## config.mk

```make
export PLATFORM = sky130hd
export DESIGN_NAME = word_unpack_fsm
export DESIGN_NICKNAME = d
export VERILOG_FILES = /design/src/rtl/word_unpack_fsm_pkg.sv /design/src/rtl/dp_ram_1w1r.sv /design/src/rtl/word_unpack_fsm.sv
export SDC_FILE = /design/constraint.sdc
export NUM_CORES = 1
export LEC_CHECK = 0
export BUFFER_PORTS_ARGS = -buffer_cell sky130_fd_sc_hd__buf_2
export CAP_MARGIN = 20
export CORE_UTILIZATION = 50
export DETAILED_ROUTE_END_ITERATION = 8
export GPL_TIMING_DRIVEN = 0
export MAX_ROUTING_LAYER = met4
export PLACE_DENSITY = 0.74
export SETUP_SLACK_MARGIN = 0.02
export SLEW_MARGIN = 30
export SYNTH_ARGS = -nofsm -noshare
export SYNTH_HDL_FRONTEND = slang
export SYNTH_SLANG_ARGS = --single-unit
```

## constraint.sdc

```tcl
create_clock -name clk -period 3.99 [get_ports clk]
set_input_delay 0.5985 -clock clk [delete_from_list [all_inputs] [get_ports clk]]
set_output_delay 0.5985 -clock clk [all_outputs]
set_load 0.02 [all_outputs]
```

## src/rtl/word_unpack_fsm_pkg.sv

```systemverilog
// Shared definitions for the word-to-byte unpacker: default geometry and
// FSM state encoding.
package word_unpack_fsm_pkg;

    localparam int DEF_N_WORDS = 16;
    localparam int DEF_WORD_W  = 16;
    localparam int DEF_BYTE_W  = 8;

    localparam logic [1:0] ST_IDLE = 2'd0;
    localparam logic [1:0] ST_CONV = 2'd1;
    localparam logic [1:0] ST_DONE = 2'd2;

    // Word memory is writable whenever no conversion is walking through it.
    function automatic logic word_wr_allowed(input logic [1:0] state);
        return (state != ST_CONV);
    endfunction

endpackage

```

## src/rtl/dp_ram_1w1r.sv

```systemverilog
// Simple dual-port RAM: one synchronous write port, one asynchronous read port.
// Contents are intentionally not reset.
module dp_ram_1w1r #(
    parameter int DEPTH = 16,
    parameter int WIDTH = 16
) (
    input  logic                     clk,
    input  logic                     we,
    input  logic [$clog2(DEPTH)-1:0] wr_addr,
    input  logic [WIDTH-1:0]         wr_data,
    input  logic [$clog2(DEPTH)-1:0] rd_addr,
    output logic [WIDTH-1:0]         rd_data
);

    logic [WIDTH-1:0] mem_r [DEPTH];

    // Storage array write port.
    always_ff @(posedge clk) begin
        if (we) begin
            mem_r[wr_addr] <= wr_data;
        end
    end

    assign rd_data = mem_r[rd_addr];

endmodule

```

## src/rtl/word_unpack_fsm.sv

```systemverilog
// Word-to-byte unpacker: loads words, splits each into high/low bytes on an
// op_mode pulse, and serves the bytes through a registered read port.
module word_unpack_fsm
    import word_unpack_fsm_pkg::*;
#(
    parameter int N_WORDS = DEF_N_WORDS,
    parameter int WORD_W  = DEF_WORD_W,
    parameter int BYTE_W  = DEF_BYTE_W
) (
    input  logic                         clk,
    input  logic                         rst_n,
    input  logic [WORD_W-1:0]            data_wr,
    input  logic                         wr_en,
    input  logic [$clog2(N_WORDS)-1:0]   wr_add,
    input  logic [$clog2(2*N_WORDS)-1:0] rd_add,
    input  logic                         op_mode,
    output logic [BYTE_W-1:0]            data_out,
    output logic                         done,
    output logic                         busy
);

    localparam int N_BYTES = 2 * N_WORDS;
    localparam int WA_W    = $clog2(N_WORDS);
    localparam int BA_W    = $clog2(N_BYTES);
    localparam logic [BA_W-1:0] CNT_LAST = BA_W'(N_BYTES - 1);
    localparam logic [BA_W-1:0] CNT_ONE  = BA_W'(1);

    logic [1:0]        state_r;
    logic [1:0]        state_nxt_s;
    logic [BA_W-1:0]   cnt_r;
    logic [BA_W-1:0]   cnt_nxt_s;
    logic              done_r;
    logic              busy_r;
    logic [BYTE_W-1:0] data_out_r;

    logic              word_we_s;
    logic [WORD_W-1:0] word_rd_s;
    logic              byte_we_s;
    logic [BYTE_W-1:0] byte_wr_s;
    logic [BYTE_W-1:0] byte_rd_s;

    dp_ram_1w1r #(
        .DEPTH (N_WORDS),
        .WIDTH (WORD_W)
    ) u_word_mem (
        .clk     (clk),
        .we      (word_we_s),
        .wr_addr (wr_add),
        .wr_data (data_wr),
        .rd_addr (cnt_r[BA_W-1:1]),
        .rd_data (word_rd_s)
    );

    dp_ram_1w1r #(
        .DEPTH (N_BYTES),
        .WIDTH (BYTE_W)
    ) u_byte_mem (
        .clk     (clk),
        .we      (byte_we_s),
        .wr_addr (cnt_r),
        .wr_data (byte_wr_s),
        .rd_addr (rd_add),
        .rd_data (byte_rd_s)
    );

    // Even byte address takes the high half of the word, odd takes the low half.
    always_comb begin
        if (cnt_r[0]) begin
            byte_wr_s = word_rd_s[BYTE_W-1:0];
        end else begin
            byte_wr_s = word_rd_s[WORD_W-1:BYTE_W];
        end
    end

    // Next-state, counter and write-enable decode.
    always_comb begin
        state_nxt_s = state_r;
        cnt_nxt_s   = cnt_r;
        byte_we_s   = 1'b0;
        word_we_s   = wr_en & word_wr_allowed(state_r);
        case (state_r)
            ST_IDLE, ST_DONE: begin
                if (op_mode) begin
                    state_nxt_s = ST_CONV;
                    cnt_nxt_s   = '0;
                end else begin
                    state_nxt_s = state_r;
                end
            end
            ST_CONV: begin
                byte_we_s = 1'b1;
                if (cnt_r == CNT_LAST) begin
                    state_nxt_s = ST_DONE;
                    cnt_nxt_s   = '0;
                end else begin
                    cnt_nxt_s   = cnt_r + CNT_ONE;
                end
            end
            default: begin
                state_nxt_s = ST_IDLE;
                cnt_nxt_s   = '0;
            end
        endcase
    end

    // State, counter, status flags and read register.
    always_ff @(posedge clk or negedge rst_n) begin
        if (!rst_n) begin
            state_r    <= ST_IDLE;
            cnt_r      <= '0;
            done_r     <= 1'b0;
            busy_r     <= 1'b0;
            data_out_r <= '0;
        end else begin
            state_r    <= state_nxt_s;
            cnt_r      <= cnt_nxt_s;
            done_r     <= (state_nxt_s == ST_DONE);
            busy_r     <= (state_nxt_s == ST_CONV);
            data_out_r <= byte_rd_s;
        end
    end

    assign data_out = data_out_r;
    assign done     = done_r;
    assign busy     = busy_r;

endmodule

```

Yosys cells after proc, flatten, opt, wreduce, memory -nomap -nowiden
Memories as Yosys holds them, arrays and structs flattened. A register that Yosys moved wholly into a read port is not among the register bits. Cells that the tools add are included.

Bits in registers: 9. Memory bits (writable): 512. Memories kept: 2.

Memory list: u_byte_mem.mem_r (depth 32, width 8, read ports 1, clocked after Yosys merged registers in 1, write ports 1, RTL line dp_ram_1w1r.sv:15) `logic [WIDTH-1:0] mem_r [DEPTH];`; u_word_mem.mem_r (depth 16, width 16, read ports 1, clocked after Yosys merged registers in 0, write ports 1, RTL line dp_ram_1w1r.sv:15).

$add $sub $neg: 1. Eq/ne operators: 7. Mux-type cells: 12. Bitwise logic cells: 1. Reduce and logical (&&, ||, !) cells: 3.

Operators by type and width (number): $mux 5 (2); $pmux 5 s2 (1); $mux 8 (1); $add 5x1->5 const B (1); $eq 5x5->1 const B (1); $mux 1 (5); $eq 2x1->1 const B (2); $eq 2x2->1 const B (2); $mux 2 (2); $pmux 2 s2 (1); $logic_not 2->1 (1); $ne 2x1->1 const B (1); $ne 2x2->1 const B (1); $reduce_or 2->1 (1); $and 1x1->1 (1); $logic_not 1->1 (1).

Depth between registers and ports, before layout
Gate-level depths: netlist (run 1).

Depth after elaboration: 4. Gate-level depth with buffers: 10.

Cells and area by module
A second synthesis (run 1) with hierarchy kept.

Cells, all modules: 875. Area total of the unflattened synthesis: 20335.8 µm².

Modules (own cells, without submodules): dp_ram_1w1r at u_byte_mem (times used 1, cells an instance 409, area an instance 9893.2 µm², sequential area each 7687.4 µm²); dp_ram_1w1r at u_word_mem (times used 1, cells an instance 416, area an instance 9723.1 µm², sequential area each 7687.4 µm²); word_unpack_fsm (times used 1, cells an instance 50, area an instance 719.4 µm², sequential area each 425.4 µm²).

Least setup slack after synthesis (run 1)
Ideal clock, no wire load.

Path kind: register to register. Start point: register cnt_r[1]. End point: memory u_byte_mem.mem_r[0][4] (netlist bit), data pin. Setup time: 0.396 ns. Data arrival time: 2.257 ns. Data required time: 3.594 ns. Slack: 1.337 ns. Cell stages (with the launch flop): 9. Buffers on the path: 4. Clock period less this slack: 2.653 ns. Cells stage by stage: dfrtp_1 -> buf_6 -> buf_8 -> buf_12 -> buf_6 -> mux2i_1 -> o22ai_1 -> nor3_1 -> a32oi_1.

Longest elaborated chain between the ends: 2.

Ends and longest elaborated chain: start: declaration (RTL line word_unpack_fsm.sv:30) `logic [BA_W-1:0] cnt_r;`; start signal: assignment (RTL line word_unpack_fsm.sv:116) `cnt_r <= cnt_nxt_s;`; $mem_v2 16x16; $mux 8 (RTL line word_unpack_fsm.sv:68) `if (cnt_r[0]) begin`; via byte_wr_s[4] (RTL line word_unpack_fsm.sv:39) `logic [BYTE_W-1:0] byte_wr_s;`; end: declaration (RTL line dp_ram_1w1r.sv:15).

The timed path passes the listed nets, and every way through them passes these cells.

Worst setup path in the final report (run 1)
Start point: register cnt_r[3]. End point: memory u_byte_mem.mem_r[29][0] (netlist bit), data pin.

Same word-level chain as after synthesis.

==> flow_metrics.py, run 1 <==
metrics = {
    "status": {
        "outcome": "finished clean",
    },
    "worst_setup_path": {
        "cp_max_fo": 13,
        "critPathArrivalTime_ns": 3.75,
        "r2r_end": "u_byte_mem.mem_r[29][0]",
        "critical_path.startpoint_type": "flip-flop",
        "setup.worst_path.class": "flip-flop to flip-flop",
        "critPathRequiredTime_ns": 4.41,
        "critPathCaptureType": "flip-flop",
        "ff2ff_setup_slack_ns": 0.65,
        "ff_to_ff_path_depth": 8,
        "r2r_start": "cnt_r[3]",
    },
    "detailed_routing": {
        "dr_total_vias": 10713,
        "detail_route.first_pass.iterations": 5,
        "wl_per_cell_microns": 26.3,
        "drtAntennaViolNets": 0,
        "residual_drc_count": 0,
        "drt-vias-per-instance": 6.05,
        "initialDrtViolationCount": 1128,
        "routed_wl_microns": 46600,
    },
    "cells_and_area": {
        "final_cell_area_sq_mm": 0.0238,
        "post_route_cells_drive_above_1_share_pct": 21.2,
        "layout-area-overhead-vs-synth_pct": 14.7,
        "nets": 1233,
        "antenna_cells": 0,
    },
    "synth": {
        "ys_types": 49,
        "mux_cell_area_share_after_synthesis_pct": 13.3,
        "post_synth_xor_area_fraction_pct": 0,
        "post_synth_main_area_contributors": "edfxtp_1, mux2i_1, mux4_2",
        "syn_area_per_cell_sq_um": 19.1,
        "post_synth_inst_count": 1084,
        "main_combinational_cell_family_by_area_after_synthesis": "multiplexers",
        "synth_top_cell_by_area": "edfxtp_1",
        "synth_adder_area_share_pct": 0.302,
        "mapped_cell_area_sq_mm": 0.0207,
        "synthDominantCellAreaShare_pct": 74.2,
        "synth.yosys.seq_area_share_pct": 76.3,
        "dominantRegCellSynth": "edfxtp_1",
        "synth-simple-area-share_pct": 3.90,
        "synth_edf_count": 512,
        "synth.ff_latch_count": 529,
        "mappedNetlistNets": 1118,
        "yosysWarningCount": 0,
        "synth-compound-area-share_pct": 4.04,
        "postSynth.asyncResetShare_pct": 3.21,
    },
    "clocking": {
        "cts_made_buffers": 50,
        "ctsRootBufferMaster": "clkbuf_16",
        "clock_insertion_delay_worst_skew_ns": 0.57,
        "cts.htree.levels": 2,
        "gates_resized_cts_repair": 0,
        "cts_tree": "yes",
        "clk_path_buf_depth": 3,
        "cts.reportedPaths.clkPinSlew_ns": 0.06,
        "total_number_of_clock_tree_sinks": 529,
        "ctsHoldBuffers": 1,
        "cts_setup_buffers": 0,
    },
    "die": {
        "die_width_microns": 206,
        "io-pin-count": 39,
        "die_area_sq_mm": 0.0422,
        "initial_core_util_pct": 50.7,
        "floorplan.core_area_sq_mm": 0.0408,
        "placement_rows": 74,
        "die-height_microns": 206,
    },
    "min_path": {
        "hold_start": "op_mode",
        "hold-path-cell-count": 3,
        "hold_end": "state_r[0]",
        "worst_hold_path_type": "input pin to flip-flop",
    },
    "grt": {
        "grt_pass1_vias": 10929,
        "global_route_overflow": 0,
        "grt_antenna_before_repair": 0,
        "grt_first_pass_wirelength_microns": 69200,
        "grt_usage_pct": 23.4,
        "pin_count_of_the_biggest_net_entering_global_routing": 25,
    },
    "power_and_ir_drop": {
        "peakVddDrop_mv": 0.535,
        "cellPowerDensity_mw_per_mm2": 708,
        "switch_pwr_uw": 5040,
        "combPwrFrac_pct": 26.7,
        "p_leak_uw": 0.00793,
        "p_sw_share_pct": 30.0,
        "pwr-share-clk_pct": 28.4,
        "p_int_uw": 11800,
        "power.sequential.fraction_pct": 44.9,
    },
    "timing": {
        "finalHoldViolations": 0,
        "slew_violations": 0,
        "finalWorstPathRequiredPeriod_ns": 3.34,
        "relSlewSlack_pct": 40.9,
        "hold_slack_ns": 0.348,
        "unrepaired_setup_endpoints_after_global_routing": "no",
        "final-setup-viol-count": 0,
        "fin_crit_sh_pct": 83.7,
        "worst_slew_pin_slew_ns": 0.886,
        "max_freq_mhz": 300,
        "finClkSkew_ns": 0.0163,
    },
    "place": {
        "place.port_buffers": 35,
        "finalWeightedCongestion": 0.839,
        "dp_hpwl_microns": 30200,
        "place_area_sq_mm": 0.0221,
    },
    "job": {
        "maxCapViolations": 0,
    },
}
[worst max-delay path by stage]
stage                     slack (ns)                       to      from
after CTS                       0.68  u_byte_mem.mem_r[29][0]  cnt_r[3]
after global placement         -0.91   u_byte_mem.mem_r[4][4]  cnt_r[3]
after floorplan                 1.34   u_byte_mem.mem_r[0][4]  cnt_r[1]
after detailed placement        0.73  u_byte_mem.mem_r[12][0]  cnt_r[3]
final                           0.65  u_byte_mem.mem_r[29][0]  cnt_r[3]
after global routing            0.55  u_byte_mem.mem_r[29][0]  cnt_r[3]
[power by group through the flow]
| stage | combinational, uW | clock (uW) | sequential (uW) |
|---|---|---|---|
| floorplan | 2340 | 0 | 7690 |
| global placement | 3710 | 0 | 7760 |
| detailed placement | 4450 | 0 | 7670 |
| CTS | 4470 | 4830 | 7560 |
| global route | 4730 | 5040 | 7590 |
| finish | 4490 | 4790 | 7560 |
[cells in the final DEF (no fill, tap or decap), types with 20 or more instances in the layout]
| cell | n |
|---|---|
| a21oi_1 | 21 |
| a22oi_1 | 35 |
| buf_2 | 50 |
| buf_4 | 28 |
| clkbuf_16 | 51 |
| edfxtp_1 | 512 |
| mux2i_1 | 130 |
| mux4_2 | 55 |
| nand2_1 | 41 |
| nand2b_1 | 20 |
| nand3_1 | 24 |
| nor2_1 | 41 |
[Yosys cell counts (3+ instances only)]
cell type	number
a21oi_1	23
a221oi_1	6
a22o_1	3
a22oi_1	40
a31oi_1	3
a32o_1	3
buf_12	3
buf_2	15
buf_4	15
buf_6	8
buf_8	3
clkbuf_1	8
dfrtp_1	17
edfxtp_1	512
ha_1	5
inv_1	5
mux2i_1	130
mux4_1	8
mux4_2	55
nand2_1	41
nand2b_1	20
nand3_1	24
nor2_1	53
nor2b_1	7
nor3_1	16
o21ai_0	10
o21ai_1	4
o221ai_1	7
o22ai_1	16
[flip-flops by register name (all words and copies together) (netlist names)]
register,cells
cnt_r,5
busy,1
data_out,8
done,1
state_r,2
u_word_mem.mem_r,256
u_byte_mem.mem_r,256
[per-layer routing]
layer / vias up / track usage [%] / wire length [microns] / part of all wire, %
met4: 0 / 7.01 / 1200 / 2.6
met1: 5505 / 31.2 / 19000 / 41
met5: - / - / 0 / 0
met3: 87 / 3.36 / 3470 / 7.4
li1: 4638 / - / - / -
met2: 483 / 37.6 / 23000 / 49
[cells by family (layout without fill, tap and decap cells)]
kind of cell | Yosys count | in the layout
buffers and inverters | 62 | 217
flip-flops | 529 | 529
AND/OR/NAND/NOR | 173 | 173
multiplexers | 193 | 193
AO/OA/AOI/OAI | 122 | 122
adder cells (fa/ha/maj) | 5 | 5
[metrics by stage]
step           TNS (ns)  instances  util (%)  setup slack, ns  power, uW
4_1_cts               0       1771      58.2            0.682      16900
3_5_place_dp          0       1678      54.1            0.731      12100
5_1_grt               0       1771      58.2            0.547      17400
2_1_floorplan         0       1084         -             1.34      10000
6_report              0       1771      58.2            0.652      16800
3_3_place_gp    -160.23       1651      52.8           -0.911      11500
[area by class of cell]
class | count | area [sq um]
Inverter | 6 | 22.5
Sequential cell | 529 | 15800
Fill cell | 2888 | 17100
Tap cell | 532 | 666
Multi-Input combinational cell | 493 | 4630
Clock inverter | 26 | 290
Clock buffer | 66 | 1370
Buffer | 56 | 433
Timing Repair Buffer | 63 | 542
[worst max-delay path: stages (launching register included)]
cell and delay, ns:
dfrtp_1 0.32, buf_2 0.24, nor2b_1 0.65, nand2_1 0.57, o22ai_1 0.31, nor3_1 0.13, a22oi_2 0.51, buf_6 0.25
buf_6 0.18
Note: power is estimated with default switching activity, not from simulation.
==> inputs of run 2 (changes only) <==
Settings changed: ABC_AREA from default to 1, PLACE_DENSITY 0.74 to 0.76.
Clock period 3.99 ns to 3 ns, I/O delays scaled along.
==> flow_metrics.py, run 2 <==
metrics = {
    "grt": {
        "global_route_met2_utilization_pct": 44.7,
        "grt_usage_pct": 27.6,
        "grt_first_pass_wirelength_microns": 86100,
        "grt_pass1_vias": 14395,
        "grt_antenna_before_repair": 1,
        "grt_use_met1_pct": 35.1,
        "gr-usage-met3_pct": 4.19,
        "grt_most_used_layer": "met2",
        "pin_count_of_the_biggest_net_entering_global_routing": 26,
        "global_route_overflow": 0,
    },
    "status": {
        "outcome": "finished clean",
    },
    "power_and_ir_drop": {
        "cellPowerDensity_mw_per_mm2": 974,
        "p_leak_uw": 0.00931,
        "design_power_total_uw": 24000,
        "peakVddDrop_mv": 0.648,
    },
    "detailed_routing": {
        "dr_total_vias": 14646,
        "drt-vias-per-instance": 5.69,
        "drtAntennaViolNets": 0,
        "residual_drc_count": 0,
        "detail_route.first_pass.iterations": 6,
        "initialDrtViolationCount": 1806,
        "wl_per_cell_microns": 22.5,
        "routed_wl_microns": 57900,
    },
    "timing": {
        "worst_slew_pin_slew_ns": 0.859,
        "slew_violations": 0,
        "finalWorstPathRequiredPeriod_ns": 2.89,
        "setup_slack_ns": 0.111,
        "max_freq_mhz": 346,
        "final-setup-viol-count": 0,
        "unrepaired_setup_endpoints_after_global_routing": "yes",
        "fin_crit_sh_pct": 96.3,
        "finalHoldViolations": 0,
        "finClkSkew_ns": 0.0233,
        "relSlewSlack_pct": 42.5,
    },
    "clocking": {
        "cts_made_buffers": 52,
        "total_number_of_clock_tree_sinks": 529,
        "cts.htree.levels": 2,
        "cts.reportedPaths.clkPinSlew_ns": 0.06,
        "ctsRootBufferMaster": "clkbuf_16",
        "clk_path_buf_depth": 3,
        "clock_insertion_delay_worst_skew_ns": 0.61,
        "cts_tree": "yes",
    },
    "worst_setup_path": {
        "worst-path-stages": 6,
        "critPathCaptureType": "flip-flop",
        "worstPathBufferInverterCount": 3,
        "setup.worst_path.class": "flip-flop to flip-flop",
        "worst_path_max_delay_cell": "nor2_1",
        "critical_path.startpoint_type": "flip-flop",
        "top_family_by_delay_on_critical_path": "simple AND/OR/NAND/NOR gates",
        "crit_chain": "inv_1, buf_2, buf_2, ha_1, nand2_1, nor2_1",
        "critPathMostFrequentCell": "buf_2",
        "critPathArrivalTime_ns": 3.11,
        "cp_max_fo": 11,
        "ff_to_ff_path_depth": 6,
        "critPathRequiredTime_ns": 3.23,
        "critical_path.max_stage_delay_ns": 0.71,
    },
    "die": {
        "die_width_microns": 210,
        "die-height_microns": 210,
        "floorplan.core_area_sq_mm": 0.0422,
        "placement_rows": 75,
        "die_area_sq_mm": 0.0440,
        "initial_core_util_pct": 51.1,
        "io-pin-count": 39,
    },
    "synth": {
        "yosysWarningCount": 0,
        "postSynth.asyncResetShare_pct": 3.21,
        "mux_cell_area_share_after_synthesis_pct": 0,
        "synth.cells.most_frequent": "nand2_1, edfxtp_1, nand3_1",
        "synth-compound-area-share_pct": 1.86,
        "ys_types": 22,
        "synth-simple-area-share_pct": 21.3,
        "post_synth_inst_count": 1890,
        "synth.yosys.seq_area_share_pct": 73.3,
        "dominantRegCellSynth": "edfxtp_1",
        "synthDominantCellAreaShare_pct": 71.3,
        "main_combinational_cell_family_by_area_after_synthesis": "simple AND/OR/NAND/NOR gates",
        "synth.ff_latch_count": 529,
        "synth_top_cell_by_area": "edfxtp_1",
        "syn_area_per_cell_sq_um": 11.4,
        "synth_adder_area_share_pct": 0.290,
        "post_synth_main_area_contributors": "edfxtp_1, nand2_1, nand3_1",
        "synth_edf_count": 512,
        "mappedNetlistNets": 1924,
        "post_synth_xor_area_fraction_pct": 0,
        "synth.most_common_cell": "nand2_1",
        "mapped_cell_area_sq_mm": 0.0216,
    },
    "cells_and_area": {
        "post_route_cells_drive_above_1_share_pct": 12.0,
        "nFillCells": 3335,
        "final_core_area_utilization_pct": 58.4,
        "layout.area.seq_sq_mm": 0.0158,
        "layout.cells.most_common": "nand2_1",
        "multi_input_gate_area_sq_mm": 0.00523,
        "top_library_cells_by_usage_in_the_layout_fill_and_taps_aside": "nand2_1, edfxtp_1, nand3_1",
        "non_filler_instances": 2575,
        "layout-area-overhead-vs-synth_pct": 14.3,
        "nets": 2028,
    },
    "place": {
        "dpl.cell_count": 2478,
        "place.port_buffers": 35,
        "dp_hpwl_microns": 37800,
        "detailedPlace.worstSlack_ns": 0.180,
        "finalWeightedCongestion": 0.960,
    },
    "min_path": {
        "hold-path-cell-count": 4,
        "worst_hold_path_type": "input pin to flip-flop",
    },
    "job": {
        "maxCapViolations": 0,
    },
}
run 2: changes by cell type after synthesis, moves of 47 or more:
cell     previous run  this run
nand3_1            24       271
nor2_1             53       159
inv_1               5        53
nand2_1            41       675
mux2i_1           130         0
buf_2              15        62
mux4_2             55         0
run 2: worst reg2reg max path, cell delays in order (launching register included):
cell and delay, ns:
dfrtp_1 0.46, inv_1 0.21, buf_2 0.25, buf_2 0.33
ha_1 0.22, nand2_1 0.31, nor2_1 0.72
run 2: final timing paths:
check                                start                       to  slack [ns]
worst min register to register  state_r[0]               state_r[0]        0.52
max in group asynchronous            rst_n               state_r[1]        2.35
worst max-delay path              cnt_r[1]  u_byte_mem.mem_r[25][4]        0.11
worst max register to register    cnt_r[1]  u_byte_mem.mem_r[25][4]        0.11
min in group asynchronous            rst_n               state_r[0]        0.33
worst min-delay path               op_mode               state_r[1]        0.21
run 2: cell type report:
class | instances | area share [%]
Sequential cell | 529 | 64.1
Multi-Input combinational cell | 1203 | 21.2
Clock buffer | 67 | 5.64
Tap cell | 539 | 2.74
Timing Repair Buffer | 50 | 2.16
Buffer | 97 | 1.99
Clock inverter | 28 | 1.19
Inverter | 61 | 0.929
Antenna cell | 1 | 0.0102
run 2: cell families after synthesis:
family          after synthesis
fa+ha+maj                     5
compound gates               77
buf+inv                     158
flops                       529
simple gates               1121
run 2: per-stage QoR:
step / hold slack (ns) / area, sq um / TNS (ns)
CTS: 0.199 / 24600 / 0
floorplan: 0.154 / 21600 / 0
finish: 0.208 / 24600 / 0
global placement: 0.405 / 22400 / -325.27
global route: 0.227 / 24600 / 0
detailed placement: 0.416 / 22900 / 0
run 2: what timing repair did:
item	CTS	global route
setup buffers	0	0
endpoints found under the hold margin	17	0
setup endpoints to repair	0	22
hold buffers	1	0
resized for setup	0	2
run 2: power by group:
group | internal, uW | switching (uW) | leakage (uW) | total, uW
Combinational | 1940 | 5400 | 0.00366 | 7340
Sequential | 9990 | 169 | 0.00482 | 10200
Clock | 3780 | 2720 | 0.000830 | 6500
Total | 15700 | 8290 | 0.00931 | 24000
run 2: metal layers:
| metal | wire [microns] | part of all wire (%) | vias up |
|---|---|---|---|
| met1 | 22100 | 38 | 7010 |
| met4 | 2100 | 3.6 | 0 |
| li1 | - | - | 6684 |
| met5 | 0 | 0 | - |
| met2 | 28100 | 49 | 804 |
| met3 | 5600 | 9.7 | 148 |
